File: src/rtl/seg7_pkg.sv
// Shared constants for the 7-segment scan reader: active-low segment codes,
// slot indices and the dwell FSM state type.
package seg7_pkg;

  localparam logic [6:0] SEG_0 = 7'b0000001;
  localparam logic [6:0] SEG_1 = 7'b1001111;
  localparam logic [6:0] SEG_2 = 7'b0010010;
  localparam logic [6:0] SEG_3 = 7'b0000110;
  localparam logic [6:0] SEG_4 = 7'b1001100;
  localparam logic [6:0] SEG_5 = 7'b0100100;
  localparam logic [6:0] SEG_6 = 7'b0100000;
  localparam logic [6:0] SEG_7 = 7'b0001111;
  localparam logic [6:0] SEG_8 = 7'b0000000;
  localparam logic [6:0] SEG_9 = 7'b0000100;

  localparam int SLOT_SEC_ONES = 0;
  localparam int SLOT_SEC_TENS = 1;
  localparam int SLOT_MINS     = 2;
  localparam int NUM_SLOTS     = 3;

  typedef enum logic [1:0] {
    BLANK  = 2'd0,
    SETTLE = 2'd1,
    HELD   = 2'd2
  } scan_state_e;

  function automatic logic sel_is_onehot(input logic [2:0] sel);
    return (sel == 3'b001) || (sel == 3'b010) || (sel == 3'b100);
  endfunction

  // Nonzero but not one-hot: two or more digits driven at once.
  function automatic logic sel_is_invalid(input logic [2:0] sel);
    return (sel != 3'b000) && !sel_is_onehot(sel);
  endfunction

endpackage

File: src/rtl/seg7_scan_reader_if.sv
// Display-side bus of the scan reader: multiplexed segment/select inputs and
// the published BCD frame with its status pulses.
interface seg7_scan_reader_if;

  logic [6:0] seg_in;
  logic [2:0] dig_sel;
  logic [3:0] sec_ones;
  logic [3:0] sec_tens;
  logic [3:0] mins;
  logic       frame_valid;
  logic       pattern_err;
  logic       sel_err;

  modport master (
    output seg_in, dig_sel,
    input  sec_ones, sec_tens, mins, frame_valid, pattern_err, sel_err
  );

  modport slave (
    input  seg_in, dig_sel,
    output sec_ones, sec_tens, mins, frame_valid, pattern_err, sel_err
  );

endinterface

File: src/rtl/seg7_pattern_to_bcd.sv
// Combinational reverse lookup from an active-low segment code to BCD;
// valid_o is low for any code that is not one of the ten digits.
module seg7_pattern_to_bcd
  import seg7_pkg::*;
(
  input  logic [6:0] pattern_i,
  output logic [3:0] bcd_o,
  output logic       valid_o
);

  always_comb begin
    bcd_o   = 4'd0;
    valid_o = 1'b1;
    case (pattern_i)
      SEG_0:   bcd_o = 4'd0;
      SEG_1:   bcd_o = 4'd1;
      SEG_2:   bcd_o = 4'd2;
      SEG_3:   bcd_o = 4'd3;
      SEG_4:   bcd_o = 4'd4;
      SEG_5:   bcd_o = 4'd5;
      SEG_6:   bcd_o = 4'd6;
      SEG_7:   bcd_o = 4'd7;
      SEG_8:   bcd_o = 4'd8;
      SEG_9:   bcd_o = 4'd9;
      default: valid_o = 1'b0;
    endcase
  end

endmodule

File: src/rtl/seg7_scan_reader.sv
// Samples the multiplexed segment bus, judges each stable digit dwell once,
// and publishes the three digits together when a full frame has been captured.
module seg7_scan_reader
  import seg7_pkg::*;
#(
  parameter int unsigned STABLE_CYCLES = 4
) (
  input  logic                clk,
  input  logic                rst,
  seg7_scan_reader_if.slave   bus
);

  localparam logic [7:0] STABLE_LIM = 8'(STABLE_CYCLES);

  logic [6:0]                      seg_q;
  logic [2:0]                      sel_q;
  logic [7:0]                      cnt_q, cnt_d;
  scan_state_e                     state_q, state_d;
  logic [NUM_SLOTS-1:0]            captured_q, captured_d;
  logic [NUM_SLOTS-1:0][3:0]       shadow_q, shadow_d;
  logic [NUM_SLOTS-1:0][3:0]       out_q, out_d;
  logic                            frame_valid_q, pattern_err_q, sel_err_q, sel_bad_q;
  logic                            change, judge, frame_done;
  logic [3:0]                      code_bcd;
  logic                            code_valid;

  seg7_pattern_to_bcd u_decode (
    .pattern_i (seg_q),
    .bcd_o     (code_bcd),
    .valid_o   (code_valid)
  );

  // A change is seen at the edge where the new value is registered.
  assign change = (bus.seg_in != seg_q) || (bus.dig_sel != sel_q);

  always_ff @(posedge clk) begin
    if (rst) begin
      state_q <= BLANK;
    end else begin
      state_q <= state_d;
    end
  end

  always_comb begin
    state_d = state_q;
    cnt_d   = cnt_q;
    judge   = 1'b0;
    if (change) begin
      if (sel_is_onehot(bus.dig_sel)) begin
        state_d = SETTLE;
        cnt_d   = 8'd1;
      end else begin
        state_d = BLANK;
        cnt_d   = 8'd0;
      end
    end else begin
      case (state_q)
        SETTLE: begin
          if (cnt_q >= STABLE_LIM) begin
            judge   = 1'b1;
            state_d = HELD;
          end else begin
            cnt_d = cnt_q + 8'd1;
          end
        end
        default: ;
      endcase
    end
  end

  // sel_q is one-hot whenever a judge happens, so it doubles as the slot mask.
  assign frame_done = judge && code_valid && ((captured_q | sel_q) == 3'b111);

  always_comb begin
    captured_d = captured_q;
    if (judge) begin
      if (!code_valid || frame_done) begin
        captured_d = '0;
      end else begin
        captured_d = captured_q | sel_q;
      end
    end
  end

  for (genvar gi = 0; gi < NUM_SLOTS; gi++) begin : g_slot
    assign shadow_d[gi] = (judge && code_valid && sel_q[gi]) ? code_bcd : shadow_q[gi];
    assign out_d[gi]    = frame_done ? shadow_d[gi] : out_q[gi];
  end

  always_ff @(posedge clk) begin
    if (rst) begin
      seg_q         <= '0;
      sel_q         <= '0;
      cnt_q         <= '0;
      captured_q    <= '0;
      shadow_q      <= '0;
      out_q         <= '0;
      frame_valid_q <= 1'b0;
      pattern_err_q <= 1'b0;
      sel_err_q     <= 1'b0;
      sel_bad_q     <= 1'b0;
    end else begin
      seg_q         <= bus.seg_in;
      sel_q         <= bus.dig_sel;
      cnt_q         <= cnt_d;
      captured_q    <= captured_d;
      shadow_q      <= shadow_d;
      out_q         <= out_d;
      frame_valid_q <= frame_done;
      pattern_err_q <= judge && !code_valid;
      sel_bad_q     <= sel_is_invalid(sel_q);
      sel_err_q     <= sel_is_invalid(sel_q) && !sel_bad_q;
    end
  end

  assign bus.sec_ones    = out_q[SLOT_SEC_ONES];
  assign bus.sec_tens    = out_q[SLOT_SEC_TENS];
  assign bus.mins        = out_q[SLOT_MINS];
  assign bus.frame_valid = frame_valid_q;
  assign bus.pattern_err = pattern_err_q;
  assign bus.sel_err     = sel_err_q;

endmodule

File: src/flat_wrapper.sv
// flat-port wrapper written by rule: the top's interface ports become plain ports
module seg7_scan_reader_flat import seg7_pkg::*;
#(
  parameter int unsigned STABLE_CYCLES = 4
)
  (clk, rst, bus_seg_in, bus_dig_sel, bus_sec_ones, bus_sec_tens, bus_mins, bus_frame_valid, bus_pattern_err, bus_sel_err);
  seg7_scan_reader_if bus_i ();
  input  logic clk;
  input  logic rst;
  input wire logic [$bits(bus_i.seg_in)-1:0] bus_seg_in;
  input wire logic [$bits(bus_i.dig_sel)-1:0] bus_dig_sel;
  output wire logic [$bits(bus_i.sec_ones)-1:0] bus_sec_ones;
  output wire logic [$bits(bus_i.sec_tens)-1:0] bus_sec_tens;
  output wire logic [$bits(bus_i.mins)-1:0] bus_mins;
  output wire logic [$bits(bus_i.frame_valid)-1:0] bus_frame_valid;
  output wire logic [$bits(bus_i.pattern_err)-1:0] bus_pattern_err;
  output wire logic [$bits(bus_i.sel_err)-1:0] bus_sel_err;
  assign bus_i.seg_in = bus_seg_in;
  assign bus_i.dig_sel = bus_dig_sel;
  assign bus_sec_ones = bus_i.sec_ones;
  assign bus_sec_tens = bus_i.sec_tens;
  assign bus_mins = bus_i.mins;
  assign bus_frame_valid = bus_i.frame_valid;
  assign bus_pattern_err = bus_i.pattern_err;
  assign bus_sel_err = bus_i.sel_err;
  seg7_scan_reader #(.STABLE_CYCLES(STABLE_CYCLES)) u_core (.clk(clk), .rst(rst), .bus(bus_i));
endmodule
File: config.mk
export PLATFORM = sky130hd
export DESIGN_NAME = seg7_scan_reader_flat
export DESIGN_NICKNAME = d
export VERILOG_FILES = /design/src/rtl/seg7_pkg.sv /design/src/rtl/seg7_scan_reader_if.sv /design/src/rtl/seg7_pattern_to_bcd.sv /design/src/rtl/seg7_scan_reader.sv /design/src/flat_wrapper.sv
export SDC_FILE = /design/constraint.sdc
export NUM_CORES = 1
export LEC_CHECK = 0
export CORE_AREA = 2 2 81 67
export DETAILED_ROUTE_END_ITERATION = 6
export DIE_AREA = 0 0 83 69
export GPL_TIMING_DRIVEN = 0
export PLACE_DENSITY = 0.8
export SYNTH_ARGS = -nofsm -noshare
export SYNTH_HDL_FRONTEND = slang
export SYNTH_SLANG_ARGS = --single-unit
File: constraint.sdc
create_clock -name clk -period 1.9 [get_ports clk]
set_input_delay 0.475 -clock clk [delete_from_list [all_inputs] [get_ports clk]]
set_output_delay 0.475 -clock clk [all_outputs]
set_load 0.005 [all_outputs]
# ---- Word-level counts from Yosys, hierarchy flattened
# Cells that the tools add are included.
dict set report totals {
  reg_bits 51
  latch_bits 0
  ramBits 0
  mem_bits_ro 0
  input_bits 12
  output_inout_bits 15
  word_cells 79
  mem_count 0
}
dict set report op_classes {
  addsub 1
  mul 0
  n_div 0
  order_cmp 1
  n_eq_ne 20
  n_shift 0
  muxes 17
  bitwise 1
  reduce_logical 24
}
# op count
set op_table {}
lappend op_table {{$pmux W4 S9} 1}
lappend op_table {{$mux W8} 3}
lappend op_table {{$eq A7 B3 Y1 const B} 2}
lappend op_table {{$eq A7 B6 Y1 const B} 2}
lappend op_table {{$eq A7 B7 Y1 const B} 2}
lappend op_table {{$mux W4} 3}
lappend op_table {{$reduce_or A10 Y1} 1}
lappend op_table {{$eq A3 B3 Y1 const B} 3}
lappend op_table {{$add A8 B1 Y8 const B} 1}
lappend op_table {{$ge A8 B3 Y1 const B} 1}
lappend op_table {{$logic_and A1 B1 Y1} 8}
lappend op_table {{$eq A7 B1 Y1 const B} 1}
lappend op_table {{$eq A7 B4 Y1 const B} 1}
lappend op_table {{$eq A7 B5 Y1 const B} 1}
lappend op_table {{$logic_not A7 Y1} 1}
lappend op_table {{$ne A7 B7 Y1} 1}
lappend op_table {{$eq A3 B1 Y1 const B} 2}
lappend op_table {{$eq A3 B2 Y1 const B} 2}
lappend op_table {{$logic_or A1 B1 Y1} 6}
lappend op_table {{$mux W1} 6}
lappend op_table {{$mux W2} 3}
lappend op_table {{$reduce_and A2 Y1} 2}
lappend op_table {{$reduce_bool A2 Y1} 2}
lappend op_table {{$logic_not A1 Y1} 3}
lappend op_table {{6 further kinds} 6}

# ---- Longest topological paths before layout
# Gate-level depths: netlist (run 1).
dict set report logic_depth {
  word_depth 8
  ltp_mapped 9
  ltp_nobuf 6
}

# ---- Cells and area by module
# A second synthesis (run 1) with hierarchy kept.
dict set report hier_totals {
  cells_unflattened 241
  hier_area_um2 2347.3
}
# mod instances cells_each area_per_inst_um2 seq_area_each_um2
set by_module_without_submodules {}
lappend by_module_without_submodules {seg7_scan_reader 1 217 2164.6 1021.0}
lappend by_module_without_submodules {seg7_pattern_to_bcd 1 24 182.7 0.0}

# ---- Worst setup path after synthesis (run 1)
# No wires, ideal clock.
dict set report synth_timing {
  path_type {in2reg}
  startpoint {input bus_seg_in[5]}
  endpoint {register u_core.out_q, in the netlist u_core.bus.mins[0]}
  setup_ps 128
  t_arrival_ps 1870
  required_ps 1772
  setup_slack_ps -98
  cell_stages 8
  n_path_buf 2
  cell_sequence {xor2_1 or3b_2 nor4_1 o211a_1 buf_6 buf_8 mux2i_1 nor2_1}
}
dict set report synth_via {
  elab_chain_len 6
  elab_cells_between_ends 7
  cone_classes {1 x eq/ne; 2 x mux; 4 x reduce/logical}
}
# item line
set synth_rtl {}
lappend synth_rtl {{start, declared} flat_wrapper.sv:10} ;# input wire logic [$bits(bus_i.seg_in)-1:0] bus_seg_in;
lappend synth_rtl {{$ne A7 B7 Y1 (*)} seg7_scan_reader.sv:34} ;# assign change = (bus.seg_in != seg_q) || (bus.dig_sel != sel_q);
lappend synth_rtl {{$logic_or A1 B1 Y1 (*)} seg7_scan_reader.sv:34}
lappend synth_rtl {{$mux W1 (*)} seg7_scan_reader.sv:48} ;# if (change) begin
lappend synth_rtl {{$logic_and A1 B1 Y1 (*)} {seg7_scan_reader.sv:72, seg7_scan_reader.sv:86}}
lappend synth_rtl {{$logic_and A1 B1 Y1} seg7_scan_reader.sv:86} ;# assign shadow_d[gi] = (judge && code_valid && sel_q[gi]) ? code_bcd : shadow_q[gi];
lappend synth_rtl {{$mux W4} seg7_scan_reader.sv:86}
lappend synth_rtl {{end signal, assigned} seg7_scan_reader.sv:108} ;# out_q <= out_d;
lappend synth_rtl {{end, declared} seg7_scan_reader.sv:21} ;# logic [NUM_SLOTS-1:0][3:0] out_q, out_d;
# Mark *: on every way between the ends. The rest lies on a longest branch, timed or not.
# A chain may end at the register's enable or synchronous reset.

# ---- Worst setup path in the final report (run 1)
dict set report layout_timing {
  startpoint {register u_core.seg_q[6]}
  endpoint {register u_core.out_q, in the netlist u_core.bus.mins[2]}
}
dict set report layout_via {
  elab_chain_len 6
  elab_cells_between_ends 20
  cone_classes {10 x eq/ne; 4 x mux; 6 x reduce/logical}
}
# item line
set layout_rtl {}
lappend layout_rtl {{start, declared} seg7_scan_reader.sv:15} ;# logic [6:0] seg_q;
lappend layout_rtl {{start signal, assigned} seg7_scan_reader.sv:103} ;# seg_q <= bus.seg_in;
lappend layout_rtl {{$eq A7 B3 Y1 (tied with other cells)} seg7_pattern_to_bcd.sv:14} ;# case (pattern_i)
lappend layout_rtl {{$reduce_or A10 Y1 (no line) or $logic_or A1 B1 Y1 (tied branches)} -}
lappend layout_rtl {{$mux W1, on equally long branches} {seg7_pattern_to_bcd.sv:14, seg7_scan_reader.sv:48}}
lappend layout_rtl {{$logic_and A1 B1 Y1} {seg7_scan_reader.sv:72, seg7_scan_reader.sv:86}}
lappend layout_rtl {{$logic_and A1 B1 Y1} seg7_scan_reader.sv:86}
lappend layout_rtl {{$mux W4} seg7_scan_reader.sv:86}
# Several ways; a longest one is shown, not always the timed one.

==> metrics.csv, run 1 <==
metric;value;unit
synth_xor_area_frac;0.0516;
synth.largest_area_cell;dfxtp_1;
drv_slew;0;
final_hold_viol_count;0;
p_int;1.65;mW
ant_nets;0;
synth.avg_cell_area;9.87;sq um
layout_common_cells;40 x dfxtp_1, 37 x buf_4, 31 x nor2_1;
synth_edf_count;0;
antenna_found_initial;0;
r2r_setup_slack;-0.18;ns
p_per_area;640;nW/um^2
via_per_inst;5.39;
drv_cap;0;
synth_nets;255;
fin_nets;328;
cts_hold_buf;0;
yosysWarningCount;0;
drt_iter0_drc;74;
gr-usage-met3;0.0395;
fp-row-count;23;
worst_ep_arrival_time;2.27;ns
clkLatencyLatePin;0.32;ns
fin_crit_sh;1.09;
portBuffers;25;
synth_compound_area_frac;0.104;
failed_checks;negative setup slack;
wl;6320;um
synth_top_flop_cell;dfxtp_1;
tightest_slew;0.565;ns
place_inst;328;
grt_max_degree;16;
grtUsageMet1;0.263;
crit_path_top_delay_cell;dfxtp_2;
maxSlewHeadroom;0.622;
clkSlewWorstSetupHoldPaths;0.09;ns
drt_pass1_iterations;4;
dpl.hpwl;3320;um
ys_types;44;
synth_seq_area_share;0.429;
start_util;0.483;
gp_congestion;0.834;
hp-class;reg2reg;
overflow;0;
cts_made_buffers;5;
total_power;2.19;mW
setup_tns;-3.65;ns
cts.sinks;51;
final_common_cell;dfxtp_1;
drive_gt1_frac;0.410;
fp.dieArea;5730;sq um
pwr-share-clk;0.367;
cts_tree;built;
final_cells;377;
finalSetupViolations;32;
crit_chain;buf_6 -> buf_4 -> nor3_1 -> a22oi_1 -> o22ai_2 -> o211a_1 -> buf_4 -> buf_6 -> mux2i_1 -> nor2_1;
r2r_cells;10;
synth.top_cell.area_share;0.429;
ir_worst_vdd;472;uV
skew;0.00894;ns
worstSetupPathType;reg2reg;
p_comb_frac;0.132;
synth-simple-area-share;0.192;
cpPeakStageDelay;0.33;ns
ys_ff_latch;51;
synthCells;241;
synth-adder-area-share;0.0105;
ctsRootBufferMaster;clkbuf_8;
grtUsageMet2;0.328;
clockBufferDepth;2;
async_flop_share;0;
required;2.09;ns
status;finished with violations;
drc_errors;0;
seq_power_share;0.501;
rsz0062_at_grt;true;
busiest_layer;met2;
wl_per_cell;16.8;um
core;4920;sq um
fin_crit;2.08;ns
synthTopCellsByArea;dfxtp_1 43%, mux2i_1 10%, mux2_2 5.7%;
groute.usage.overall;0.201;
fin_ws;-0.176;ns
synth_mux_area_frac;0.158;
synth_top_family_by_area;simple AND/OR/NAND/NOR gates;
p_leak;1.48;nW
antenna_cells;0;
crit_path_max_fanout;6;
startpoint_type;flop;
end_kind;flop;
die_w;83;um
grt_pass1_wl;9300;um
p_sw_frac;0.247;
reg2reg_to;u_core.bus.mins[2];
io-pin-count;27;
max_freq;0.482;GHz
min_path_cells;1;
first_global_vias;1901;
h-tree-depth;2;
dieHeight;69;um
area_growth;44.1;%
switching_power;0.541;mW
nFillCells;345;
crit-reg2reg-launch;u_core.seg_q[6];
vias;2032;
hold_path_end;u_core.bus.sel_err;
min_from;u_core.sel_bad_q;
syn_area;2380;sq um
[cell usage after synthesis (2+ instances only)]
cell / number
a21oi_1: 10
a22oi_1: 2
a41oi_1: 3
and2_1: 3
and3_1: 5
buf_2: 6
buf_4: 2
buf_6: 3
clkbuf_1: 4
dfxtp_1: 51
ha_1: 2
inv_1: 6
mux2_2: 12
mux2i_1: 24
nand2_1: 6
nand2b_1: 2
nand3_1: 3
nand4_1: 2
nor2_1: 31
nor2b_1: 14
nor3_1: 4
nor4_1: 3
o211ai_1: 4
o21ai_0: 4
o22ai_1: 3
or3b_2: 2
xnor2_1: 10
xor2_1: 4
[worst max-delay path, delay by kind of cell, from the launching register on]
kind                   cells  cell delay (ns)
AND/OR/NAND/NOR            2             0.26
AO/OA/AOI/OAI              3             0.67
multiplexers               1             0.18
flip-flops                 1             0.33
buffers and inverters      4             0.51
[kinds of logic after synthesis]
kind of cell               Yosys count
AOI/OAI and AO/OA                   33
xor gates and xnor gates            14
DFF                                 51
buffers and inverters               22
and+or+nand+nor                     83
adders and majority gates            2
muxes                               36
[through the flow]
step | worst slack [ns] | cell area [sq um] | hold WS (ns) | utilization
after floorplan | -0.0261 | 2380 | 0.367 | -
after global placement | -0.800 | 2710 | 0.371 | 0.550
after detailed placement | -0.812 | 2710 | 0.371 | 0.550
after CTS | -0.203 | 3090 | 0.384 | 0.627
after global routing | -0.334 | 3430 | 0.401 | 0.696
final | -0.176 | 3430 | 0.386 | 0.696
[flip-flops by register name (all words and copies together) (netlist names)]
name                    count
u_core.captured_q           3
u_core.bus.sec_tens         4
u_core.cnt_q                8
u_core.bus.sec_ones         4
u_core.seg_q                7
u_core.bus.pattern_err      1
u_core.sel_bad_q            1
u_core.bus.frame_valid      1
u_core.sel_q                3
u_core.bus.sel_err          1
u_core.bus.mins             4
u_core.state_q              2
u_core.shadow_q            12
[what timing repair did]
action	4_1_cts	5_1_grt
setup buffers	20	24
cloned	0	1
pin swaps	15	28
endpoints found under the setup margin	39	38
resized for setup	45	54
[power groups by stage]
stage | logic (mW) | registers, mW | clock network [mW]
final | 0.289 | 1.10 | 0.805
after global routing | 0.307 | 1.10 | 0.851
after CTS | 0.219 | 1.09 | 0.788
after detailed placement | 0.196 | 1.12 | 0
after global placement | 0.192 | 1.12 | 0
after floorplan | 0.137 | 1.12 | 0
[metal layers]
metal	vias to the layer above	wire length, um	share of wire
li1	979	-	-
met1	1003	2880	0.46
met2	39	3150	0.50
met3	11	177	0.028
met4	0	108	0.017
met5	-	0	0
[worst max-delay path by stage]
| stage | startpoint | endpoint | cells past startpoint |
|---|---|---|---|
| after floorplan | bus_seg_in[5] | u_core.bus.mins[0] | 8 |
| after global placement | bus_dig_sel[2] | u_core.bus.pattern_err | 7 |
| after detailed placement | bus_dig_sel[1] | u_core.bus.pattern_err | 7 |
| after CTS | u_core.seg_q[5] | u_core.bus.sec_tens[1] | 9 |
| after global routing | u_core.seg_q[6] | u_core.bus.sec_tens[0] | 10 |
| final | u_core.seg_q[6] | u_core.bus.mins[2] | 10 |
[final cells by class]
type	count	area, sq um	share of cell area
Multi-Input combinational cell	168	1450	0.422
Sequential cell	51	1040	0.305
Timing Repair Buffer	70	607	0.177
Buffer	12	110	0.0321
Clock buffer	6	82.6	0.0241
Tap cell	62	77.6	0.0226
Clock inverter	2	35.0	0.0102
Inverter	6	22.5	0.00657
Power figures use the tool's default switching activity.
==> run 2: changes to the inputs <==
--- a/config.mk
+++ b/config.mk
@@ -9,6 +9,7 @@
 export DETAILED_ROUTE_END_ITERATION = 6
 export DIE_AREA = 0 0 83 69
 export GPL_TIMING_DRIVEN = 0
+export HOLD_SLACK_MARGIN = 0.08
 export PLACE_DENSITY = 0.8
 export SYNTH_ARGS = -nofsm -noshare
 export SYNTH_HDL_FRONTEND = slang
==> results of run 2 <==
Same layout as run 1: the final DEF is identical, and so are final timing and power.
